<file path="src/rtl/ecall_unit.sv">
`default_nettype none
// ============================================================================
//  Module   : ecall_unit
//  Purpose  : Environment-call responder for the single-cycle core. Services
//             print-int (a7=1), read-int (a7=5) and exit (a7=10); any other
//             service number is acknowledged with no side effect. Read-int
//             waits for a debounced release followed by a debounced press of
//             the confirm button before returning the switch value.
//
//  Ports    : clk          system clock, rising edge
//             reset        synchronous active-high reset
//             ecall_req    level request from the core (held until ack seen)
//             a7, a0       service number / argument, valid with ecall_req
//             sw           board switches
//             btn_confirm  confirm button, already synchronised to clk
//             ecall_ack    one-cycle completion pulse
//             stall        freeze PC and register writes
//             wb_en        write wb_data into a0 (asserted with ecall_ack)
//             wb_data      read-int result, held until the next read
//             disp_val     latched value for the display driver
//             halted       program has exited
//
//  Revision : 1.0  initial release
// ============================================================================
module ecall_unit #(
  parameter int DEBOUNCE  = 16,
  parameter bit SIGNED_IN = 1'b0
) (
  input  logic        clk,
  input  logic        reset,
  input  logic        ecall_req,
  input  logic [31:0] a7,
  input  logic [31:0] a0,
  input  logic [15:0] sw,
  input  logic        btn_confirm,
  output logic        ecall_ack,
  output logic        stall,
  output logic        wb_en,
  output logic [31:0] wb_data,
  output logic [31:0] disp_val,
  output logic        halted
);

  localparam int CW = $clog2(DEBOUNCE) + 1;

  localparam logic [CW-1:0] c_cnt_last  = CW'(DEBOUNCE - 1);
  localparam logic [31:0]   c_svc_print = 32'd1;
  localparam logic [31:0]   c_svc_read  = 32'd5;
  localparam logic [31:0]   c_svc_exit  = 32'd10;

  typedef enum logic [2:0] {
    ST_IDLE       = 3'd0,
    ST_WAIT_REL   = 3'd1,
    ST_WAIT_PRESS = 3'd2,
    ST_ACK        = 3'd3,
    ST_HALT       = 3'd4
  } state_t;

  state_t        r_state;
  state_t        w_state_nx;
  logic [CW-1:0] r_cnt;
  logic [CW-1:0] w_cnt_nx;
  logic          r_ack;
  logic          w_ack_nx;
  logic          r_wb_en;
  logic          w_wb_en_nx;
  logic [31:0]   r_wb_data;
  logic [31:0]   w_wb_data_nx;
  logic [31:0]   r_disp;
  logic [31:0]   w_disp_nx;
  logic [31:0]   w_sw_ext;

  // Switch value widened to a register-file word.
  assign w_sw_ext = SIGNED_IN ? {{16{sw[15]}}, sw} : {16'h0000, sw};

  // --------------------------------------------------------------------------
  // State and output registers
  // --------------------------------------------------------------------------
  always_ff @(posedge clk) begin
    if (reset) begin
      r_state   <= ST_IDLE;
      r_cnt     <= '0;
      r_ack     <= 1'b0;
      r_wb_en   <= 1'b0;
      r_wb_data <= '0;
      r_disp    <= '0;
    end else begin
      r_state   <= w_state_nx;
      r_cnt     <= w_cnt_nx;
      r_ack     <= w_ack_nx;
      r_wb_en   <= w_wb_en_nx;
      r_wb_data <= w_wb_data_nx;
      r_disp    <= w_disp_nx;
    end
  end

  // --------------------------------------------------------------------------
  // Next-state and next-output logic
  // --------------------------------------------------------------------------
  always_comb begin
    w_state_nx   = r_state;
    w_cnt_nx     = r_cnt;
    w_ack_nx     = 1'b0;   // ack and write-enable are single-cycle pulses
    w_wb_en_nx   = 1'b0;
    w_wb_data_nx = r_wb_data;
    w_disp_nx    = r_disp;

    case (r_state)
      ST_IDLE: begin
        if (ecall_req) begin
          // The service is captured here; later a7/a0 changes are ignored
          // because the waiting states never look at them.
          if (a7 == c_svc_print) begin
            w_disp_nx  = a0;
            w_ack_nx   = 1'b1;
            w_state_nx = ST_ACK;
          end else if (a7 == c_svc_read) begin
            w_cnt_nx   = '0;
            w_state_nx = ST_WAIT_REL;
          end else if (a7 == c_svc_exit) begin
            w_state_nx = ST_HALT;
          end else begin
            w_ack_nx   = 1'b1;
            w_state_nx = ST_ACK;
          end
        end
      end

      // Require a stable release first so a button still held from the
      // previous read cannot confirm this one.
      ST_WAIT_REL: begin
        if (btn_confirm) begin
          w_cnt_nx = '0;
        end else if (r_cnt >= c_cnt_last) begin
          w_cnt_nx   = '0;
          w_state_nx = ST_WAIT_PRESS;
        end else begin
          w_cnt_nx = r_cnt + CW'(1);
        end
      end

      ST_WAIT_PRESS: begin
        if (!btn_confirm) begin
          w_cnt_nx = '0;
        end else if (r_cnt >= c_cnt_last) begin
          w_cnt_nx     = '0;
          w_wb_data_nx = w_sw_ext;
          w_wb_en_nx   = 1'b1;
          w_ack_nx     = 1'b1;
          w_state_nx   = ST_ACK;
        end else begin
          w_cnt_nx = r_cnt + CW'(1);
        end
      end

      // One cycle with ack visible, then back to IDLE. The core drops its
      // request during this cycle, so IDLE never sees a stale request.
      ST_ACK: begin
        w_state_nx = ST_IDLE;
      end

      ST_HALT: begin
        w_state_nx = ST_HALT;
      end

      default: begin
        w_state_nx = ST_IDLE;
        w_cnt_nx   = '0;
      end
    endcase
  end

  // --------------------------------------------------------------------------
  // Outputs
  // --------------------------------------------------------------------------
  assign ecall_ack = r_ack;
  assign wb_en     = r_wb_en;
  assign wb_data   = r_wb_data;
  assign disp_val  = r_disp;
  assign halted    = (r_state == ST_HALT);
  // Combinational so the core freezes in the very cycle the request appears.
  assign stall     = (ecall_req & ~r_ack) | halted;

endmodule
`default_nettype wire

</file>
<file path="config.mk">
export PLATFORM = sky130hd
export DESIGN_NAME = ecall_unit
export DESIGN_NICKNAME = d
export VERILOG_FILES = /design/src/rtl/ecall_unit.sv
export SDC_FILE = /design/constraint.sdc
export NUM_CORES = 1
export LEC_CHECK = 0
export ABC_CLOCK_PERIOD_IN_PS = 5800
export BUFFER_PORTS_ARGS = -buffer_cell sky130_fd_sc_hd__buf_2
export CAP_MARGIN = 20
export CORE_ASPECT_RATIO = 1.25
export CORE_MARGIN = 3
export CORE_UTILIZATION = 43
export CTS_CLUSTER_SIZE = 10
export DETAILED_ROUTE_END_ITERATION = 10
export PLACE_DENSITY = 0.8
export SYNTH_ARGS = -nofsm -noshare
export SYNTH_HDL_FRONTEND = slang
export SYNTH_SLANG_ARGS = --single-unit
</file>
<file path="constraint.sdc">
create_clock -name clk -period 5.8 [get_ports clk]
set_input_delay 0.58 -clock clk [delete_from_list [all_inputs] [get_ports clk]]
set_output_delay 0.58 -clock clk [all_outputs]
set_load 0.02 [all_outputs]
</file>
==> metrics.txt <==
Critical Path Source Type input port; Worst-Skew Late Latency 0.33 ns; Routed Wire Length 5.76 mm; number of distinct library cells after synthesis 40; final core occ 59.6%; hold path start wb_data[9]; Pre-Repair DR Iteration Count 4; met2 WL 2.95 mm; top cells by area in the synthesized netlist dfxtp_1, mux2i_1, nand2_1, nor2_1, buf_4; flop and latch count out of synthesis 58; CTS resizes 0; Final WS setup 3.66 ns; vias 2345; Synth-to-Final Area Change 31.3%; Met1 Wirelength 2.22 mm; io pins 152; Multi-input gate area 0.00119 mm²; sequential area share after synthesis 46.0%; final hold vios 0; Switch Pwr 0.209 mW; reg-to-reg startpoint r_state[0]; CTS Buf Count 9; Avg WL per Cell 12.1 µm; Post-DRT Antenna Nets 0; internal power 0.603 mW; CP delay by family, top simple AND/OR/NAND/NOR gates; Req. time, crit path 5.98 ns; initial drt markers 66; met3 routed WL 479 µm; placed cells 461; number of synthesized flops with an enable pin 0; Max Fclk 0.468 GHz; diodes inserted 0; first-pass GRT wire length 8.98 mm; multiplexer share of the synthesized area 12.7%; synthesized area per cell 9.14 µm²; critical-path cell list buf_2, nor4_1, nand2_1, nor4_4, buf_4, mux2i_1, nor2_1; core area 0.00556 mm²; residual DRC count 0; proportion of layout cells with a drive suffix above 1 38.7%; Sw Share 25.7%; crit path time final 2.14 ns; largest family of logic cells by synthesized area simple AND/OR/NAND/NOR gates; nets 494; CTS sink count 58; critical path class input port to flop; largest net degree at the start of global routing 58; clk buf depth 2; Clock power frac 40.0%; setup TNS 0 ns; worst slew pin tran 1.03 ns; filler instances 520; area share of fa/ha/maj cells after synthesis 0.992%; Synth Area in Compound Gates 9.18%; Critical path origin a7[10]; share of power burned in registers 50.5%; # Max-Cap Violations 0; RSZ-0062 raised after global routing false; vias in the first global route 2190; port buffer count 135; post-synthesis async set-or-reset flop share 0%; Routability Congestion 0.818; Slowest Stage Delay on Critical Path 0.48 ns; Synth top area share 46.0%; GRT Overall Usage 16.7%; worst-path maximum fanout 32; initial cell density of the core 45.4%; crit path capture type flop; relative slew slack 31.5%; Syn Inst Count 276; Most used DFF post-synth dfxtp_1; Clock Pin Slew Worst Setup and Hold Paths 0.07 ns; Comb pwr share 9.5%; area leader, netlist dfxtp_1; # H-tree levels 3; final setup fails 0; CTS root buf clkbuf_8; Die X 74.5 µm; HPWL after DPL 4.42 mm; Reg area 0.00116 mm²; dpl ws 3.29 ns; static leakage 1.49 nW; vias per std cell 4.92; number of cell rows 30; Die ar. 0.00683 mm²; worst hold margin 0.453 ns; CP Buf/Inv Count 2; Post-CTS Setup Bufs 0; initial antenna violation count 0; peak supply drop 0.140 mV; clk_skew 0.00780 ns; CTS Hold Buffers Added 0; min-delay worst type flop to flop; xor/xnor share of the synthesized area 0%; CP max-delay cell buf_4; fin. max-slew vios 0; Congestion Overflow GR 0; status finished, final reports clean; Die H 91.6 µm; Finished Layout Cells 477; Synth Area in Simple Gates 21.8%; PwrDens 245 mW/mm²; CP Data Arrival Time 2.32 ns; highest layer used for signal routing met4; Yosys Warn Count 0; Syn Std Cell Area 0.00252 mm²; TritonCTS clock tree yes; Final Cycle Share 36.9%
routing by layer:
| metal | vias up | track usage, % |
|---|---|---|
| met5 | - | 0 |
| li1 | 1183 | - |
| met3 | 12 | 4.17 |
| met2 | 114 | 29.8 |
| met4 | 0 | 8.75 |
| met1 | 1036 | 17.4 |
Yosys cell counts (3+ instances only):
cell	count
nor2_1	36
nand2_1	36
o21ai_0	4
nand3_1	7
nor4_1	5
buf_2	4
mux2i_1	32
buf_8	3
dfxtp_1	58
nor3_1	6
and2_1	3
a21oi_1	21
buf_4	16
inv_1	4
nand2b_1	3
clkbuf_1	8
registers in the layout, summed over array words and instances, names as in the netlist:
| register | cells |
|---|---|
| ecall_ack | 1 |
| wb_en | 1 |
| disp_val | 32 |
| wb_data | 16 |
| r_cnt | 5 |
| r_state | 3 |
cells by family after synthesis:
kind of cell / count (synthesis)
simple gates: 110
flops: 58
compound gates: 38
buf+inv: 35
mux: 32
fa+ha+maj: 2
other cells: 1
path summary, 6_finish.rpt:
check                           depth (start not counted)          end  slack (ns)
worst min-delay path                                    2   wb_data[9]        0.45
worst max-delay path                                    7  disp_val[7]        3.66
worst max register to register                          6  disp_val[7]        3.80
worst min register to register                          2   wb_data[9]        0.45
worst min-delay path: cells and delay by family, from the launching register on:
| family | cells | cell delay [ns] |
|---|---|---|
| simple gates | 1 | 0.05 |
| compound gates | 1 | 0.05 |
| flops | 1 | 0.31 |
cell type report:
class,count,area share (%)
tap,64,2.42
timing repair buffer,137,20.8
clock buffer,10,4.15
inverter,4,0.453
sequential,58,35.0
multi-input combinational,198,35.8
clock inverter,6,1.25
per-stage QoR:
stage | power (mW) | area (µm²)
after floorplan | 0.468 | 2580
after global placement | 0.495 | 3130
after detailed placement | 0.496 | 3130
after CTS | 0.823 | 3310
after global routing | 0.849 | 3310
final | 0.812 | 3310
placed cells by master, fill, tap and decap left out, types with 3 or more instances in the layout:
cell type   Yosys  routed
clkbuf_8        0      10
nor3_1          6       6
nor4_1          5       5
conb_1          1      16
a21oi_1        21      21
buf_2           4     135
inv_1           4       4
nand3_1         7       7
nand2b_1        3       3
clkinvlp_4      0       3
o21ai_0         4       4
mux2i_1        32      32
nor2_1         36      36
nand2_1        36      36
dfxtp_1        58      58
and2_1          3       3
power groups by stage:
stage	logic [mW]	clock network, mW	registers [mW]
4_1_cts	0.0775	0.336	0.410
3_5_place_dp	0.0771	0	0.419
5_1_grt	0.0859	0.353	0.411
6_report	0.0772	0.325	0.410
2_1_floorplan	0.0540	0	0.414
3_3_place_gp	0.0761	0	0.419
No activity file was read; power rests on OpenSTA's default activity.
